### config.mk
export PLATFORM = sky130hd
export DESIGN_NAME = jtbubl_gfx_romslot
export DESIGN_NICKNAME = d
export VERILOG_FILES = /design/src/rtl/jtbubl_gfx_romslot.sv
export SDC_FILE = /design/constraint.sdc
export NUM_CORES = 1
export LEC_CHECK = 0
export CORE_ASPECT_RATIO = 0.5
export CORE_MARGIN = 1
export CORE_UTILIZATION = 49
export CTS_CLUSTER_DIAMETER = 60
export DETAILED_ROUTE_END_ITERATION = 8
export MAX_ROUTING_LAYER = met4
export PLACE_DENSITY = 0.77
export SLEW_MARGIN = 20
export SYNTH_ARGS = -nofsm -noshare
export SYNTH_HDL_FRONTEND = slang
export SYNTH_SLANG_ARGS = --single-unit
### constraint.sdc
create_clock -name clk -period 2.5 [get_ports clk]
set_input_delay 0.375 -clock clk [delete_from_list [all_inputs] [get_ports clk]]
set_output_delay 0.375 -clock clk [all_outputs]
set_load 0.01 [all_outputs]
### src/rtl/jtbubl_gfx_romslot.sv
// jtbubl_gfx_romslot: graphics ROM responder with a tag cache in front of the SDRAM arbiter.
// Build option JTBUBL_ROMSLOT_2WAY_EN selects a two-entry cache with 1-bit LRU replacement.
module jtbubl_gfx_romslot #(
  parameter int          AW     = 19,
  parameter logic [21:0] OFFSET = 22'h0
) (
  input  logic          clk,
  input  logic          rst_n,
  input  logic          gfx_cs,
  input  logic [AW-1:0] gfx_addr,
  output logic [15:0]   gfx_data,
  output logic          gfx_ok,
  output logic          sdram_req,
  output logic [21:0]   sdram_addr,
  input  logic          sdram_ack,
  input  logic          sdram_dst,
  input  logic [31:0]   sdram_data
);

`ifdef JTBUBL_ROMSLOT_2WAY_EN
  localparam int WAYS = 2;
`else
  localparam int WAYS = 1;
`endif

  typedef enum logic [1:0] {IDLE, WAIT_ACK, WAIT_DATA} state_t;

  state_t          r_state;
  logic [WAYS-1:0] r_valid;
  logic [AW-2:0]   r_tag  [WAYS];
  logic [31:0]     r_line [WAYS];
  logic [AW-2:0]   r_pend_tag;
  logic [15:0]     r_data_hold;

  logic [AW-2:0]   w_tag;
  logic [WAYS-1:0] w_match;
  logic [WAYS-1:0] w_fill_oh;
  logic [31:0]     w_line;
  logic [15:0]     w_word;
  logic            w_hit;
  logic            w_fill;
  logic [21:0]     w_line_addr;

  assign w_tag = gfx_addr[AW-1:1];

  always_comb begin
    w_match = '0;
    w_line  = r_line[0];
    for (int i = 0; i < WAYS; i++) begin
      w_match[i] = r_valid[i] && (r_tag[i] == w_tag);
      if (w_match[i]) w_line = r_line[i];
    end
  end

  assign w_word      = gfx_addr[0] ? w_line[31:16] : w_line[15:0];
  assign w_hit       = gfx_cs & (|w_match);
  assign gfx_ok      = w_hit;
  assign gfx_data    = w_hit ? w_word : r_data_hold;
  assign w_line_addr = OFFSET + 22'({w_tag, 1'b0});
  // ack and strobe together in WAIT_ACK counts as a complete transfer
  assign w_fill      = sdram_dst & ((r_state == WAIT_DATA) | ((r_state == WAIT_ACK) & sdram_ack));

  always_ff @(posedge clk or negedge rst_n) begin
    if (!rst_n) begin
      r_state    <= IDLE;
      sdram_req  <= 1'b0;
      sdram_addr <= '0;
      r_pend_tag <= '0;
    end else begin
      case (r_state)
        IDLE: begin
          if (gfx_cs && !(|w_match)) begin
            r_pend_tag <= w_tag;
            sdram_req  <= 1'b1;
            sdram_addr <= w_line_addr;
            r_state    <= WAIT_ACK;
          end
        end
        WAIT_ACK: begin
          if (sdram_ack) begin
            sdram_req <= 1'b0;
            r_state   <= sdram_dst ? IDLE : WAIT_DATA;
          end
        end
        WAIT_DATA: begin
          if (sdram_dst) r_state <= IDLE;
        end
        default: r_state <= IDLE;
      endcase
    end
  end

  always_ff @(posedge clk or negedge rst_n) begin
    if (!rst_n) begin
      r_valid     <= '0;
      r_data_hold <= '0;
      for (int i = 0; i < WAYS; i++) begin
        r_tag[i]  <= '0;
        r_line[i] <= '0;
      end
    end else begin
      if (w_hit) r_data_hold <= w_word;
      for (int i = 0; i < WAYS; i++) begin
        if (w_fill && w_fill_oh[i]) begin
          r_valid[i] <= 1'b1;
          r_tag[i]   <= r_pend_tag;
          r_line[i]  <= sdram_data;
        end
      end
    end
  end

`ifdef JTBUBL_ROMSLOT_2WAY_EN
  // r_lru points at the entry to replace next
  logic r_lru;

  assign w_fill_oh = r_lru ? 2'b10 : 2'b01;

  always_ff @(posedge clk or negedge rst_n) begin
    if (!rst_n) begin
      r_lru <= 1'b0;
    end else if (w_fill) begin
      r_lru <= ~r_lru;
    end else if (w_hit) begin
      r_lru <= ~w_match[1];
    end
  end
`else
  assign w_fill_oh = 1'b1;
`endif

endmodule
==> impl_metrics.ini, run 1 <==
[outcome]
status = finished clean

[sta]
skew_ps = 6.68
maxSlewViolCount = 0
hold_viol = 0
fmax_ghz = 0.400
finalSetupTns_ps = 0
period_share = 0.999
final.min_clock_period_ps = 2500
setup_viol = 0
rsz0062_at_grt = true

[worst_setup_path]
startpoint = gfx_addr[18]
r2r_setup_slack_ps = 490
path_cells = clkdlybuf4s50_1 -> xnor2_1 -> nand4_1 -> nor2_4 -> nand3_4 -> buf_12 -> mux2_4 -> buf_6
r2r_cells = 7
criticalPathCategory = in -> out
r2r_start = r_tag[16]$_DFFE_PN0P_
cp_slowest_cell = clkdlybuf4s50_1
critical_path.max_fanout = 8
cp-endpoint = gfx_data[7]
crit_arrival_ps = 2120
cp.required_ps = 2120
r2r-end = r_pend_tag[15]$_DFFE_PN0P_
critPathCaptureType = output pin
cp-start-kind = input port
slowest_delay_ps = 510

[cts]
cts.sinks = 88
clockBufferDepth = 2
cts_tree = yes
clock-root-buffer = clkbuf_16
cts_made_buffers = 9
clk_latency_ps = 330
path_clk_slew_ps = 60
h-tree-depth = 3

[synth]
synth_top_cells_by_area = dfrtp_1 57%, mux2_2 21%, mux2_4 11%
avgSynthCellArea_um2 = 16.0
ys_seq_area_frac = 0.568
synth_seq_cells = 88
yosysTopAreaCell = dfrtp_1
ys_types = 26
yosysWarnings = 0
yosysTopAreaCellShare = 0.568
synthesis.area_um2 = 3880
synthCells = 243

[hold_path]
hold_path.class = in -> reg

[floorplanning]
die_y_um = 64.9
num_io_pins = 96
fp.dieArea_um2 = 8290
core_um2 = 7490
die_x_um = 128
initial_core_util = 0.518
num_rows = 22

[global_routing]
met2_usage = 0.348
grt_start_max_net_pins = 61
grt_usage = 0.203
first_global_vias = 2449
grt_pass1_wl_um = 12200
grt_util_met1 = 0.240
met3_usage = 0.0528
antenna_found_initial = 0
grt_busiest_layer = met2
gr-total-overflow = 0

[drt]
drt_iter0_drc = 94
dr.pass1.iters = 4
drc = 0
antenna_left = 0
wl_per_cell_um = 16.0
wirelength_um = 7380
vias = 2247
vias_per_cell = 4.88

[placed_design]
port_buffers = 91
place.gp.congestion = 0.752
dpl.hpwl_um = 4910

[finish]
num-nets-final = 404
final_layout_size_suffix_gt1_frac = 0.457
final_util = 0.715
area_growth_pct = 38.0
final_common_cell = dfrtp_1
mostFrequentLayoutCells = 88 x dfrtp_1, 70 x mux2_2, 62 x clkdlybuf4s50_1
diodes = 0

[power_and_ir_drop]
cellLeakagePower_uw = 0.00242
peakVddDrop_v = 0.000475
powerDensity_nw_per_um2 = 955

[run]
cap_violations = 0
-- critical path: cells and delay by family --
kind                      cells  cell delay [ps]
buffers and inverters         3              810
and+or+nand+nor               3              460
muxes                         1              310
xor gates and xnor gates      1              140
-- cells in the mapped netlist --
cell type	instances
conb_1	1
nor3_4	1
buf_2	5
nand4_1	2
a2111oi_4	1
nand3_1	1
nor2b_1	1
mux2_2	72
xnor2_1	18
a21o_1	1
clkbuf_1	2
inv_1	3
a31o_2	1
nor2_1	1
nor3_1	1
nand4_2	2
nand2b_1	1
nor2_4	1
nand3_2	1
nand3_4	1
buf_6	3
buf_4	4
o21ai_0	1
dfrtp_1	88
nand2_1	2
mux2_4	28
-- routing by layer --
metal,vias up,share of wire
li1,1053,-
met1,1135,0.44
met2,49,0.52
met3,10,0.032
met4,0,0.012
met5,-,0
-- how the worst min path moves through the flow --
stage,start,end,slack (ps),cells past startpoint
after global placement,rst_n,r_data_hold[4]$_DFF_PN0_,320,1
after CTS,gfx_addr[4],r_pend_tag[3]$_DFFE_PN0P_,440,2
after global routing,gfx_addr[11],r_pend_tag[10]$_DFFE_PN0P_,460,2
final,gfx_addr[11],r_pend_tag[10]$_DFFE_PN0P_,450,2
after detailed placement,rst_n,r_data_hold[3]$_DFF_PN0_,320,1
after floorplan,rst_n,r_data_hold[0]$_DFF_PN0_,80,0
-- metrics by stage --
step	power [uW]	instance area (um^2)	hold WS, ps	setup WS, ps	cells
2_1_floorplan	3300	3890	79.4	500	246
3_3_place_gp	3810	4960	315	-376	440
3_5_place_dp	3900	4960	320	-420	440
4_1_cts	5130	5290	438	-37.3	459
5_1_grt	5410	5350	459	-76.4	460
6_report	5110	5350	453	1.60	460
-- report_power, final --
group / switching [uW] / internal, uW
sequential: 360 / 1970
combinational: 528 / 1090
clock: 494 / 662
total: 1380 / 3730
-- cell type report --
cell class	count	area, um^2
inverters	3	11.3
flip-flops and latches	88	2200
repair buffers	105	1090
multi-input cells	141	1660
clock inverters	4	22.5
clock buffers	11	233
fillers	501	2140
well taps	108	135
-- cell families (layout without fill, tap and decap cells) --
group,after synthesis,in the layout,share of synthesized area
simple gates,15,15,0.0326
xor+xnor,18,18,0.0407
compound gates,4,4,0.0126
other cells,1,4,0.000967
flops,88,88,0.568
mux,100,100,0.318
buf+inv,17,123,0.0278
-- repair_timing --
item	in CTS	in global routing
setup endpoints to repair	17	16
buffers inserted	2	1
gates resized for setup	96	8
hold endpoints to repair	28	0
cloned	1	0
hold buffers	1	0
pin swaps	14	6
-- registers in the layout, summed over array words and instances (netlist names) --
name         cells
r_data_hold     16
r_valid          1
r_tag           18
r_line          32
sdram_req        1
r_pend_tag      18
r_state          2
Note: power is estimated with default switching activity, not from simulation.
==> run 2, diff against run 1 <==
--- a/config.mk
+++ b/config.mk
@@ -7,11 +7,11 @@
 export LEC_CHECK = 0
 export CORE_ASPECT_RATIO = 0.5
 export CORE_MARGIN = 1
-export CORE_UTILIZATION = 49
+export CORE_UTILIZATION = 53
 export CTS_CLUSTER_DIAMETER = 60
 export DETAILED_ROUTE_END_ITERATION = 8
 export MAX_ROUTING_LAYER = met4
-export PLACE_DENSITY = 0.77
+export PLACE_DENSITY = 0.82
 export SLEW_MARGIN = 20
 export SYNTH_ARGS = -nofsm -noshare
 export SYNTH_HDL_FRONTEND = slang
==> constraint.sdc (replaced) <==
create_clock -name clk -period 3.1 [get_ports clk]
set_input_delay 0.465 -clock clk [delete_from_list [all_inputs] [get_ports clk]]
set_output_delay 0.465 -clock clk [all_outputs]
set_load 0.01 [all_outputs]
==> impl_metrics.ini, run 2 (same netlist as run 1, synthesis figures left out) <==
[outcome]
status = finished clean

[finish]
top_regs = r_line x32, r_pend_tag x18, r_tag x18
area_growth_pct = 35.5
largest-register = r_line
mostFrequentLayoutCells = 88 x dfrtp_1, 74 x clkdlybuf4s50_1, 72 x mux2_2
final_layout_size_suffix_gt1_frac = 0.384
final_util = 0.763
num-nets-final = 397
final_common_cell = dfrtp_1
fillCellCount = 438
largest_reg_flops = 32
diodes = 0

[sta]
period_share = 0.935
fmax_ghz = 0.345
setup_viol = 0
tightest_slew_ps = 784
hold_viol = 0
slew-limit-headroom = 0.477
maxSlewViolCount = 0
rsz0062_at_grt = false
finalSetupTns_ps = 0
skew_ps = 4.60
final.min_clock_period_ps = 2900

[worst_setup_path]
criticalPathCategory = in -> out
crit_arrival_ps = 2430
path_cells = clkdlybuf4s50_1 -> xnor2_1 -> nand4_2 -> nor3_4 -> nand3_4 -> buf_12 -> mux2_4 -> dlygate4sd2_1
path_buf_inv = 3
critPathCaptureType = output pin
critical_path.max_fanout = 16
cp_slowest_cell = clkdlybuf4s50_1
crit_family = buffers and inverters
slowest_delay_ps = 510
cp-start-kind = input port
cp.required_ps = 2630

[floorplanning]
fp.dieArea_um2 = 7680
initial_core_util = 0.563
die_x_um = 123
num_rows = 21
core_um2 = 6880
num_io_pins = 96
die_y_um = 62.5

[cts]
clock-root-buffer = clkbuf_16
cts.sinks = 88
clk_latency_ps = 330
cts_made_buffers = 9
h-tree-depth = 3
path_clk_slew_ps = 60
postCtsSetupBuffers = 0
ctsHoldBuffers = 0
clockBufferDepth = 2
cts_tree = yes

[power_and_ir_drop]
swShare = 0.263
pwr-share-comb = 0.297
seqPwrFrac = 0.437
peakVddDrop_v = 0.000417
cellLeakagePower_uw = 0.00249
p_clk_frac = 0.265
powerDensity_nw_per_um2 = 812
p_int_uw = 3140
power.net_switching_uw = 1120

[drt]
antenna_left = 0
vias = 2291
vias_per_cell = 5.23
wirelength_um = 7320
drt_iter0_drc = 82
drc = 0
dr.pass1.iters = 4
wl_per_cell_um = 16.7

[placed_design]
dpl.hpwl_um = 5020
port_buffers = 91
place.gp.congestion = 0.747

[global_routing]
grt_pass1_wl_um = 12400
grt_start_max_net_pins = 89
gr-total-overflow = 0
grt_usage = 0.220
antenna_found_initial = 0
first_global_vias = 2590

[hold_path]
hold_path.class = in -> async

[run]
cap_violations = 0
## run 2: path summary, 6_finish.rpt
| check | start | endpoint | slack (ps) | cells past startpoint |
|---|---|---|---|---|
| min in group clk | r_valid$_DFFE_PN0P_ | r_valid$_DFFE_PN0P_ | 470 | 1 |
| max reg2reg | r_tag[6]$_DFFE_PN0P_ | r_pend_tag[8]$_DFFE_PN0P_ | 1060 | 7 |
| min reg2reg | r_valid$_DFFE_PN0P_ | r_valid$_DFFE_PN0P_ | 470 | 1 |
| max in group asynchronous | rst_n | r_tag[16]$_DFFE_PN0P_ | 2380 | 1 |
| min | rst_n | r_data_hold[3]$_DFF_PN0_ | 190 | 1 |
| max | gfx_addr[7] | gfx_data[9] | 200 | 8 |
## run 2: timing repair
action	4_1_cts	5_1_grt
pin swaps	3	0
endpoints found under the setup margin	10	9
endpoints found under the hold margin	0	0
resized for setup	7	10
## run 2: power groups by stage
stage	registers (uW)	logic [uW]	clock network [uW]
after CTS	1860	1280	1150
after global placement	1830	1230	0
after floorplan	1850	819	0
after detailed placement	1880	1270	0
after global routing	1930	1370	1200
final	1860	1270	1130
## run 2: layout make-up
| type | instances | area (um^2) | area share |
|---|---|---|---|
| flip-flops and latches | 88 | 2200 | 0.419 |
| multi-input cells | 141 | 1590 | 0.303 |
| repair buffers | 98 | 1020 | 0.193 |
| clock buffers | 14 | 284 | 0.0541 |
| well taps | 92 | 115 | 0.0219 |
| clock inverters | 2 | 35.0 | 0.00667 |
| inverters | 3 | 11.3 | 0.00214 |
## run 2: through the flow
step	total power, uW	std cells	setup slack [ps]	instance area (um^2)	hold slack, ps
floorplan	2670	246	920	3890	169
global placement	3070	422	33.2	4910	451
detailed placement	3150	422	1.73	4910	455
CTS	4290	438	1.11	5220	376
global route	4490	438	109	5250	268
finish	4260	438	201	5250	189
## run 2: metal layers
metal  routed length, um  share of wire  GRT usage
met4                  82          0.011     0.0686
met3                 284          0.039     0.0502
met2                3810           0.52      0.383
met5                   0              0          -
met1                3140           0.43      0.252
